===== src/rtl/serial_subtractor_if.sv =====
// Start/done handshake and result bus for serial_subtractor.
// Optional macro SERIAL_SUB_OVF_EN adds the signed-overflow flag ovf.
interface serial_subtractor_if #(
  parameter int unsigned WIDTH = 4
) ();
  logic             start;
  logic [WIDTH-1:0] a;
  logic [WIDTH-1:0] b;
  logic             busy;
  logic             done;
  logic [WIDTH-1:0] d;
  logic [WIDTH-1:0] bout;
  logic             borrow;
`ifdef SERIAL_SUB_OVF_EN
  logic             ovf;
`endif

  modport master (
    output start, a, b,
`ifdef SERIAL_SUB_OVF_EN
    input  ovf,
`endif
    input  busy, done, d, bout, borrow
  );

  modport slave (
    input  start, a, b,
`ifdef SERIAL_SUB_OVF_EN
    output ovf,
`endif
    output busy, done, d, bout, borrow
  );
endinterface


===== src/rtl/serial_subtractor.sv =====
// Bit-serial subtractor: d = a - b, one bit per clock through a single
// full-subtractor cell and a registered borrow. Also reports the per-bit
// borrow vector so results line up with the ripple adder's carry vector.
// Optional macro SERIAL_SUB_OVF_EN adds a registered signed-overflow flag.
module serial_subtractor #(
  parameter int unsigned WIDTH = 4
) (
  input logic              clk,
  input logic              rst,
  serial_subtractor_if.slave bus
);
  localparam int unsigned CntW = (WIDTH > 1) ? $clog2(WIDTH) : 1;

  typedef enum logic [1:0] {StIdle, StShift, StDone} state_e;

  state_e           state_q, state_d;
  logic [WIDTH-1:0] a_q, a_d;
  logic [WIDTH-1:0] b_q, b_d;
  logic [CntW-1:0]  cnt_q, cnt_d;
  logic             bflop_q, bflop_d;
  logic [WIDTH-1:0] d_q, d_d;
  logic [WIDTH-1:0] bout_q, bout_d;
  logic             borrow_q, borrow_d;
`ifdef SERIAL_SUB_OVF_EN
  logic             ovf_q, ovf_d;
`endif

  logic a_bit, b_bit, diff_bit, bo;
  logic last_bit;

  // Full-subtractor cell on the currently selected bit
  always_comb begin
    a_bit    = a_q[cnt_q];
    b_bit    = b_q[cnt_q];
    diff_bit = a_bit ^ b_bit ^ bflop_q;
    bo       = (~a_bit & b_bit) | (~a_bit & bflop_q) | (b_bit & bflop_q);
    last_bit = (cnt_q == CntW'(WIDTH - 1));
  end

  // Next-state and datapath update; everything holds unless a state acts on it
  always_comb begin
    state_d  = state_q;
    a_d      = a_q;
    b_d      = b_q;
    cnt_d    = cnt_q;
    bflop_d  = bflop_q;
    d_d      = d_q;
    bout_d   = bout_q;
    borrow_d = borrow_q;
`ifdef SERIAL_SUB_OVF_EN
    ovf_d    = ovf_q;
`endif
    unique case (state_q)
      StIdle: begin
        if (bus.start) begin
          state_d  = StShift;
          a_d      = bus.a;
          b_d      = bus.b;
          cnt_d    = '0;
          bflop_d  = 1'b0;
          d_d      = '0;
          bout_d   = '0;
          borrow_d = 1'b0;
`ifdef SERIAL_SUB_OVF_EN
          ovf_d    = 1'b0;
`endif
        end
      end
      StShift: begin
        d_d[cnt_q]    = diff_bit;
        bout_d[cnt_q] = bo;
        bflop_d       = bo;
        if (last_bit) begin
          state_d  = StDone;
          borrow_d = bo;
`ifdef SERIAL_SUB_OVF_EN
          // diff_bit is the result MSB being produced on this edge
          ovf_d    = (a_q[WIDTH-1] ^ b_q[WIDTH-1]) & (a_q[WIDTH-1] ^ diff_bit);
`endif
        end else begin
          cnt_d = cnt_q + 1'b1;
        end
      end
      StDone: state_d = StIdle;
      default: state_d = StIdle;
    endcase
  end

  // FSM state register
  always_ff @(posedge clk or posedge rst) begin
    if (rst) begin
      state_q <= StIdle;
    end else begin
      state_q <= state_d;
    end
  end

  // Operand, counter, borrow and result registers
  always_ff @(posedge clk or posedge rst) begin
    if (rst) begin
      a_q      <= '0;
      b_q      <= '0;
      cnt_q    <= '0;
      bflop_q  <= 1'b0;
      d_q      <= '0;
      bout_q   <= '0;
      borrow_q <= 1'b0;
`ifdef SERIAL_SUB_OVF_EN
      ovf_q    <= 1'b0;
`endif
    end else begin
      a_q      <= a_d;
      b_q      <= b_d;
      cnt_q    <= cnt_d;
      bflop_q  <= bflop_d;
      d_q      <= d_d;
      bout_q   <= bout_d;
      borrow_q <= borrow_d;
`ifdef SERIAL_SUB_OVF_EN
      ovf_q    <= ovf_d;
`endif
    end
  end

  assign bus.busy   = (state_q == StShift);
  assign bus.done   = (state_q == StDone);
  assign bus.d      = d_q;
  assign bus.bout   = bout_q;
  assign bus.borrow = borrow_q;
`ifdef SERIAL_SUB_OVF_EN
  assign bus.ovf    = ovf_q;
`endif

endmodule


===== src/flat_wrapper.sv =====
// flat-port wrapper written by rule: the top's interface ports become plain ports
module serial_subtractor_flat 
#(
  parameter int unsigned WIDTH = 4
)
  (clk, rst, bus_start, bus_a, bus_b, bus_busy, bus_done, bus_d, bus_bout, bus_borrow);
  serial_subtractor_if #(.WIDTH(WIDTH)) bus_i ();
  input logic clk;
  input logic rst;
  input wire logic [$bits(bus_i.start)-1:0] bus_start;
  input wire logic [$bits(bus_i.a)-1:0] bus_a;
  input wire logic [$bits(bus_i.b)-1:0] bus_b;
  output wire logic [$bits(bus_i.busy)-1:0] bus_busy;
  output wire logic [$bits(bus_i.done)-1:0] bus_done;
  output wire logic [$bits(bus_i.d)-1:0] bus_d;
  output wire logic [$bits(bus_i.bout)-1:0] bus_bout;
  output wire logic [$bits(bus_i.borrow)-1:0] bus_borrow;
  assign bus_i.start = bus_start;
  assign bus_i.a = bus_a;
  assign bus_i.b = bus_b;
  assign bus_busy = bus_i.busy;
  assign bus_done = bus_i.done;
  assign bus_d = bus_i.d;
  assign bus_bout = bus_i.bout;
  assign bus_borrow = bus_i.borrow;
  serial_subtractor #(.WIDTH(WIDTH)) u_core (.clk(clk), .rst(rst), .bus(bus_i));
endmodule

===== config.mk =====
export PLATFORM = sky130hd
export DESIGN_NAME = serial_subtractor_flat
export DESIGN_NICKNAME = d
export VERILOG_FILES = /design/src/rtl/serial_subtractor_if.sv /design/src/rtl/serial_subtractor.sv /design/src/flat_wrapper.sv
export SDC_FILE = /design/constraint.sdc
export NUM_CORES = 1
export LEC_CHECK = 0
export ABC_CLOCK_PERIOD_IN_PS = 3100
export CAP_MARGIN = 20
export CORE_MARGIN = 4
export CORE_UTILIZATION = 54
export CTS_CLUSTER_DIAMETER = 150
export CTS_CLUSTER_SIZE = 28
export DETAILED_ROUTE_END_ITERATION = 6
export HOLD_SLACK_MARGIN = 0.15
export MAX_ROUTING_LAYER = met4
export PLACE_DENSITY_LB_ADDON = 0.08
export RECOVER_POWER = 50
export SLEW_MARGIN = 20
export SYNTH_ARGS = -nofsm -noshare
export SYNTH_HDL_FRONTEND = slang
export SYNTH_SLANG_ARGS = --single-unit

===== constraint.sdc =====
create_clock -name clk -period 3.1 [get_ports clk]
set_clock_uncertainty 0.1 [all_clocks]
set_input_delay 0.62 -clock clk [delete_from_list [all_inputs] [get_ports clk]]
set_output_delay 0.62 -clock clk [all_outputs]
set_load 0.01 [all_outputs]

# After elaboration in Yosys (flattened, before gate mapping)
# Cells that the tools add are included.
# word_totals
reg_bits	22
n_memories	0
mem_bits_rw	0
word_cells	54
out_inout_bits	11
input_bits	11
latch_bits	0
mem_bits_ro	0
# op_classes
reduce_logical	8
add_sub_neg	1
n_lt_le_gt_ge	2
div	0
n_mul	0
muxes	21
eq_ne	6
bitwise_logic	8
shifts	0
# op_table
op	count
one-hot mux 4 bit (2 select lines)	2
bitwise mux 4 bit	2
two-way mux 2 bit	4
one-hot mux 2 bit (2 select lines)	2
AND reduction 2 bit	3
AND reduction 3 bit	2
two-way mux 1 bit	5
binary-select mux 1 bit (select 2 bit)	2
== test 2 bit (second input constant)	2
two-way mux 4 bit	1
!= test 2 bit (second input constant)	2
one-hot mux 1 bit (2 select lines)	2
bitwise AND 1 bit	3
less-than comparator 2 x 3 -> 1 bit (second input constant)	1
adder 2 x 1 -> 2 bit (second input constant)	1
demux 1 bit (select 2 bit)	1
== test 2 x 1 -> 1 bit (second input constant)	1
>= comparator 2 x 1 -> 1 bit (second input constant)	1
logical NOT 2 bit	1
!= test 2 x 1 -> 1 bit (second input constant)	1
bitwise OR 1 bit	2
nonzero test 2 bit	1
XOR 1 bit	2
logical AND 1 bit	1
NOT 1 bit	1

# Depth between registers and ports, before layout
# Gate-level depths: netlist of the first run.
# logic_depth
word_depth	8
mapped_depth	5
ltp_nobuf	5

# Worst setup path after synthesis of the first run
# Ideal clock, no wire load.
# synth_path
kind	register to register
from	register u_core.cnt_q[0]
to	register u_core.borrow_q (netlist: u_core.bus.borrow)
setup_ns	0.126
synth_period_minus_slack_ns	2.078
setup_slack_ns	1.022
path_stages_with_launch	5
path_buffers	0
arrival_time_ns	1.852
t_required_ns	2.874
cell_sequence	dfrtp_1 -> mux4_2 -> fa_1 -> and2b_1 -> a221o_1
# synth_between
elab_chain_cells	8
elab_cells_between_ends	15
classes_between	eq/ne: 2; mux: 6; bitwise: 6; reduce/logical: 1
# synth_rtl
item	line_no	rtl
start, declared	serial_subtractor.sv:19	logic [CntW-1:0] cnt_q, cnt_d;
start signal, assigned	serial_subtractor.sv:114	cnt_q <= cnt_d;
binary-select mux 1 bit (select 2 bit)	serial_subtractor.sv:33	a_bit = a_q[cnt_q];
two-way mux 1 bit (implied by the code)	serial_subtractor.sv:33	
NOT 1 bit	serial_subtractor.sv:36	bo = (~a_bit & b_bit) | (~a_bit & bflop_q) | (b_bit & bflop_q);
bitwise AND 1 bit	serial_subtractor.sv:36	
bitwise OR 1 bit (2 in series)	serial_subtractor.sv:36	
two-way mux 1 bit	serial_subtractor.sv:73	if (last_bit) begin
one-hot mux 1 bit (2 select lines)	serial_subtractor.sv:53	unique case (state_q)
end signal, assigned	serial_subtractor.sv:118	borrow_q <= borrow_d;
end, declared	serial_subtractor.sv:23	logic borrow_q, borrow_d;
# Several ways; a longest one is shown, not always the timed one. The select of a mux whose other input is x is not followed.
# A chain may end at the register's enable or synchronous reset.

# Worst setup path in the final report of the first run
# layout_path
from	register u_core.state_q[0]
to	output port bus_busy
# layout_between
elab_chain_cells	1
# layout_rtl
item	line_no	rtl
start, declared	serial_subtractor.sv:16	state_e state_q, state_d;
start signal, assigned	serial_subtractor.sv:92	state_q <= StIdle;
start signal, assigned	serial_subtractor.sv:94	state_q <= state_d;
== test 2 x 1 -> 1 bit	serial_subtractor.sv:125	assign bus.busy = (state_q == StShift);
end, declared	flat_wrapper.sv:13	output wire logic [$bits(bus_i.busy)-1:0] bus_busy;
# No other way between the ends.

==> key figures, run 1 <==
Floorplanning
  – I/O pin count: 22
  – Die ar.: 2890 um^2
  – CORE AREA: 1980 um^2
  – Die X: roughly 54 um
  – Die height: approximately 54 um
  – Row count: 16
  – Starting Density: 57.0%

Global routing
  – Tot GR Track Use: 16.1%
  – Vias in the first global route: ~700
  – Largest net degree at the start of global routing: 24
  – Initial antenna violation count: 0
  – First-pass GRT wire length: roughly 3200 um
  – GR Overflow Total: 0

Critical path
  – Crit path largest cell delay: 770 ps
  – Critical Path Slowest Stage Cell: dfrtp_1
  – Worst reg-to-reg path cell count: 4
  – Cell Chain, Critical Path: and2b_1 -> clkdlybuf4s50_1
  – CP bufs+invs: 1
  – Critical path's top delay family: flip-flops
  – CP Capture Point: bus_busy
  – Number of cells on the critical path: 2
  – Worst setup EP type: primary output
  – R2R setup slack: 890 ps
  – Worst setup SP type: register
  – Worst EP arrival: around 1800 ps
  – Reg2Reg Capture Point: u_core.bus.d[2]
  – Max FO, Critical Path: 23
  – Worst Path Required: 2380 ps
  – CP startpoint: u_core.state_q[0]
  – Reg-to-reg startpoint: u_core.cnt_q[0]
  – Critical path type: register to primary output

CTS
  – Clock-pin slew on the worst setup and hold paths: 120 ps
  – CTS tree: built
  – Clock Tree Buf Depth: 2
  – Hold Buf Count CTS: 0
  – Clock Latency Late Sink: roughly 310 ps
  – Num CTS Buffers: 3
  – Setup bufs post-CTS: 0
  – Clk sinks: 22
  – PostCTS Resize Cnt: 0
  – H-tree Lvls: 1
  – Root Buffer: clkbuf_4

Logic synthesis
  – Multiplexer area fraction after synthesis: 12.0%
  – Fraction of the mapped netlist area in compound gates: 11.0%
  – Adder-cell area share of the yosys netlist: 6.20%
  – Syn Area/Cell: between 10 and 15 um^2
  – Syn_nets: around 110
  – Syn Inst Count: 91
  – Synthesized area: 1130 um^2
  – FF+latch count, synth: 22
  – Main combinational cell family by area after synthesis: simple AND/OR/NAND/NOR gates
  – Distinct cells, synth: 28
  – EDFF count, synth: 0
  – Ys flop type: dfrtp_1
  – Yosys warning total: 0
  – Seq/Total Area, Yosys: 48.7%
  – Simple-Gate Fraction of Synth Area: 16.5%
  – Asr flop ratio synth: 100%
  – Xor and xnor fraction of the mapped netlist area: 0%

STA
  – Post-route minimum period: 2550 ps
  – Final Cycle Share: a little over 80%
  – Unrepaired setup endpoints after global routing: false
  – Fin. max-slew vios: 0
  – Final setup viols: 0
  – Max_slew headroom: 30.4%
  – Setup TNS Final: 0 ps
  – FMAX: about 0.39 GHz
  – Worst Tran Pin Value: approximately 1000 ps
  – Final hold vios: 0

Place
  – Routability cong.: about 0.77
  – Post-DP HPWL: ~1500 um
  – Placed cells: 135
  – Port buffer count: 21
  – Placed cell area: 1350 um^2

Power and ir drop
  – Clock power share: 11.1%
  – Sw frac: 37.4%
  – Cell area power density: ~1000 nW/um^2
  – Logic pwr share: 50.5%
  – VDD IR max: around 0.56 mV
  – Flop pwr share: a little under two fifths
  – Leakage power figure: roughly 0.00059 uW
  – Internal power: a little under 900 uW
  – Sw power: ~530 uW

Detailed routing
  – Initial DRC Count: 8
  – DR WL/cell: ~14 um
  – DR DRC count: 0
  – Avg Vias per Cell: 5.58
  – Vias: roughly 780
  – DRT antenna net count: 0
  – First-pass DRT Iterations: 4
  – WL final: 1930 um

Final layout
  – Design area: about 1400 um^2
  – ANT cells: 0
  – Filler cells: approximately 150
  – Area delta synth->final: 21.5%
  – Area of the multi-input gates: a little over 500 um^2
  – Final design utilization: 69.3%
  – Final non-filler cell total: 139
  – FF+latch area: 551 um^2
  – Share of layout cells above drive strength 1: 13.4%
  – Fin nets: 129

Run
  – Max_cap viols: 0

Min path
  – Worst hold path class: register to register

Run status
  – Run status: completed
## layer usage
layer	GRT usage (%)	vias up	share of wire, %
met5	-	-	0
met4	5.11	0	1.4
met3	3.32	5	4.4
met2	25.4	18	49
met1	20.6	380	46
li1	-	373	-
## worst min-delay path by stage
stage                              from  slack (ps)       endpoint  depth (start not counted)
after floorplan           u_core.a_q[1]         380  u_core.a_q[1]                          1
after global placement    u_core.a_q[1]         390  u_core.a_q[1]                          1
after detailed placement  u_core.a_q[3]         390  u_core.a_q[3]                          1
after CTS                 u_core.a_q[3]         420  u_core.a_q[3]                          1
after global routing      u_core.a_q[3]         430  u_core.a_q[3]                          1
final                     u_core.a_q[3]         410  u_core.a_q[3]                          1
## cells in the mapped netlist, types with 2 or more instances
cell type	number	area, um^2
mux4_2	2	45.0
and2_1	2	12.5
nand3_1	2	10.0
and3b_1	3	26.3
buf_2	2	10.0
nor2_1	2	7.51
o211ai_1	2	15.0
ha_1	4	50.1
and2b_1	2	15.0
nand2_1	3	11.3
inv_1	10	37.5
o221ai_1	6	52.6
nand3b_1	6	45.0
mux2_2	8	90.1
a221o_1	3	30.0
dfrtp_1	22	551
## area by class of cell
class | count | share of cell area, %
flip-flops and latches | 22 | 40.1
multi-input cells | 55 | 36.7
repair buffers | 21 | 15.3
inverters | 10 | 2.73
clock buffers | 4 | 2.64
well taps | 27 | 2.46
## cell families (layout without fill, tap and decap cells)
logic type               Yosys count  after routing
AO/OA/AOI/OAI                     14             14
flip-flops                        22             22
multiplexers                      10             10
adder cells (fa/ha/maj)            5              5
buffers and inverters             14             35
AND/OR/NAND/NOR                   26             26
## power by group through the flow
| stage | clock network [uW] | logic [uW] | registers [uW] |
|---|---|---|---|
| after floorplan | 0 | 546 | 516 |
| after global placement | 0 | 698 | 552 |
| after detailed placement | 0 | 728 | 559 |
| after CTS | 162 | 731 | 551 |
| after global routing | 171 | 794 | 568 |
| final | 157 | 717 | 544 |
## registers in the layout (all words and copies together), names as in the netlist
name,cells
u_core.bus.borrow,1
u_core.state_q,2
u_core.bflop_q,1
u_core.bus.d,4
u_core.bus.bout,4
u_core.cnt_q,2
u_core.a_q,4
u_core.b_q,4
## placed cells by master, fill, tap and decap left out
cell | Yosys | layout
and2b_1 | 2 | 2
mux2_2 | 8 | 8
dfrtp_1 | 22 | 22
dlygate4sd3_1 | 0 | 1
nor2b_1 | 1 | 1
mux4_2 | 2 | 2
a22o_1 | 1 | 1
or4b_1 | 1 | 1
clkdlybuf4s50_1 | 0 | 20
o21ba_1 | 0 | 1
nor3b_1 | 0 | 1
and3b_1 | 3 | 3
nand4bb_1 | 1 | 1
clkbuf_8 | 0 | 1
o21bai_1 | 1 | 1
fa_1 | 1 | 1
nand2_1 | 3 | 3
and2_1 | 2 | 2
nand2b_1 | 1 | 1
or2_2 | 1 | 1
inv_1 | 10 | 10
o221ai_1 | 6 | 6
o211ai_1 | 2 | 2
nor2_1 | 2 | 2
ha_1 | 4 | 4
nand3b_1 | 6 | 6
clkbuf_4 | 0 | 3
a221o_1 | 3 | 3
nand3_1 | 2 | 2
## per-stage QoR
| step | hold slack [ps] | total power, uW | worst slack (ps) |
|---|---|---|---|
| after floorplan | 375 | 1060 | 1020 |
| after global placement | 390 | 1250 | 901 |
| after detailed placement | 391 | 1290 | 860 |
| after CTS | 420 | 1440 | 508 |
| after global routing | 431 | 1530 | 451 |
| final | 415 | 1420 | 549 |
No activity file was read; power rests on OpenSTA's default activity.
==> inputs of run 2 (changes only) <==
- ABC_CLOCK_PERIOD_IN_PS: 3100 -> 2400
- CORE_UTILIZATION: 54 -> 50
- clock period: 3.1 -> 2.4 ns (I/O delays scaled with it)
==> run 2 against run 1 <==
Compared with the run above: combinational power increased by 36%; clock-buffer cell count decreased by 1; setup slack got worse by 350 ps; first-iteration DRC count decreased by 25%; core utilization decreased by 2.4 points; sequential power increased by 23%; register-to-register slack got worse by 690 ps; routed wire length increased by 4.5%; sequential share of layout area decreased by 0.18 points; clock power increased by 3%; worst hold slack improved by 9.2 ps; critical endpoint is now u_core.bus.borrow; highest routed layer unchanged.
==> key figures, run 2 (synthesized netlist as in run 1, its figures left out) <==
CTS
  – Root Buffer: clkbuf_4
  – Clk sinks: 22
  – Hold Buf Count CTS: 0
  – Clock Latency Late Sink: 290 ps
  – Setup bufs post-CTS: 0
  – Clock Tree Buf Depth: 2
  – PostCTS Resize Cnt: 0
  – CTS tree: built
  – Clock-pin slew on the worst setup and hold paths: 110 ps
  – H-tree Lvls: 1
  – Num CTS Buffers: 3

Power and ir drop
  – Logic pwr share: 54.0%
  – VDD IR max: ~0.71 mV
  – Leakage power figure: approximately 0.00059 uW
  – Sw power: around 680 uW
  – Clock power share: slightly below 9%
  – Sw frac: a little under two fifths
  – Flop pwr share: 37.1%
  – Cell area power density: 1310 nW/um^2
  – Internal power: 1130 uW

Final layout
  – Final non-filler cell total: 141
  – Share of layout cells above drive strength 1: 14.9%
  – Most frequent cells in the layout: dfrtp_1, clkdlybuf4s50_1, inv_1, mux2_2
  – Area delta synth->final: 22.0%
  – Fin nets: 132
  – Area of the multi-input gates: 509 um^2
  – Most common cell after layout, fill and taps aside: dfrtp_1
  – Filler cells: 170
  – ANT cells: 0
  – FF+latch area: 551 um^2

STA
  – Unrepaired setup endpoints after global routing: false
  – Final hold vios: 0
  – Max_slew headroom: 23.3%
  – Post-route minimum period: 2200 ps
  – Worst Tran Pin Value: 1150 ps
  – Fin. max-slew vios: 0
  – FMAX: 0.454 GHz
  – Final setup viols: 0
  – Final Cycle Share: 91.8%
  – Setup TNS Final: 0 ps

Place
  – Port buffer count: 21
  – Post-DP HPWL: 1570 um
  – Routability cong.: 0.728
  – Placed cells: approximately 140

Critical path
  – Worst EP arrival: 2290 ps
  – Worst setup EP type: register
  – Critical Path Slowest Stage Cell: mux4_2
  – Worst Path Required: between 2000 and 2500 ps
  – Worst setup SP type: register
  – CP bufs+invs: 0
  – Cell Chain, Critical Path: mux4_2 -> fa_1 -> and2b_1 -> a221o_1
  – Reg-to-reg startpoint: u_core.cnt_q[0]
  – R2R setup slack: 200 ps
  – Crit path largest cell delay: 560 ps
  – Critical path's top delay family: multiplexers
  – Critical path type: register to register
  – Reg2Reg Capture Point: u_core.bus.borrow
  – Worst reg-to-reg path cell count: 4
  – Max FO, Critical Path: 7

Min path
  – Hold path depth: 1
  – Worst hold path class: register to register
  – Hold path startpoint: u_core.a_q[3]
  – Hold path endpoint: u_core.a_q[3]

Detailed routing
  – Avg Vias per Cell: roughly 5.5
  – DRT antenna net count: 0
  – WL final: 2020 um
  – Vias: 780
  – DR WL/cell: 14.3 um
  – Initial DRC Count: 6
  – DR DRC count: 0
  – First-pass DRT Iterations: 3

Global routing
  – Largest net degree at the start of global routing: 23
  – Tot GR Track Use: 14.3%
  – GR Overflow Total: 0
  – First-pass GRT wire length: 3560 um
  – Vias in the first global route: just under 800
  – Initial antenna violation count: 0

Floorplanning
  – Starting Density: ~55%
  – Die ar.: 3080 um^2
  – Row count: 16
  – Die height: 55.5 um
  – I/O pin count: 22
  – CORE AREA: 2060 um^2
  – Die X: 55.5 um

Run status
  – Run status: completed

Run
  – Max_cap viols: 0
-- run 2: cell types whose count changed in the layout (fill, tap and decap cells not counted), sizes merged --
| cell | delta |
|---|---|
| buf | +1 |
| clkbuf | +1 |
-- run 2: how the worst max path moves through the flow --
stage	startpoint	endpoint	slack [ps]	cells past startpoint
6_report	u_core.cnt_q[0]	u_core.bus.borrow	200	4
5_1_grt	u_core.cnt_q[0]	u_core.bus.d[2]	70	4
4_1_cts	u_core.cnt_q[0]	u_core.bus.d[2]	190	4
3_5_place_dp	u_core.cnt_q[0]	u_core.bus.d[1]	200	4
3_3_place_gp	u_core.cnt_q[0]	u_core.bus.d[2]	280	4
2_1_floorplan	u_core.cnt_q[0]	u_core.bus.borrow	320	4
-- run 2: worst reg2reg max path, delay by kind of cell (launching register included) --
family	cells	cell delay, ps
flops	1	500
compound gates	1	320
simple gates	1	200
mux	1	560
fa+ha+maj	1	410
-- run 2: layer usage --
metal  GRT usage (%)  vias to the layer above  part of all wire (%)
li1                -                      380                     -
met1            18.2                      383                    44
met2            24.3                       15                    51
met3            2.56                        2                   4.5
met4            2.08                        0                  0.60
met5               -                        -                     0
-- run 2: final cells by class --
class / count / share of cell area, %
Sequential cell: 22 / 39.9
Multi-Input combinational cell: 55 / 36.9
Timing Repair Buffer: 24 / 16.3
Inverter: 10 / 2.72
Tap cell: 27 / 2.45
Clock buffer: 3 / 1.63
-- run 2: per-stage QoR --
stage	util (%)	worst slack (ps)	total power (uW)	instance area, um^2	hold WS, ps
2_1_floorplan	-	322	1370	1130	369
3_3_place_gp	66.4	276	1650	1370	391
3_5_place_dp	66.4	199	1690	1370	396
4_1_cts	67.5	187	1850	1390	403
5_1_grt	66.9	68.6	1980	1380	437
6_report	66.9	198	1810	1380	424
-- run 2: power groups by stage --
stage                     clock network [uW]  registers (uW)  logic, uW
after floorplan                            0             667        705
after global placement                     0             675        974
after detailed placement                   0             683       1010
after CTS                                166             675       1010
after global routing                     184             696       1100
final                                    161             671        977
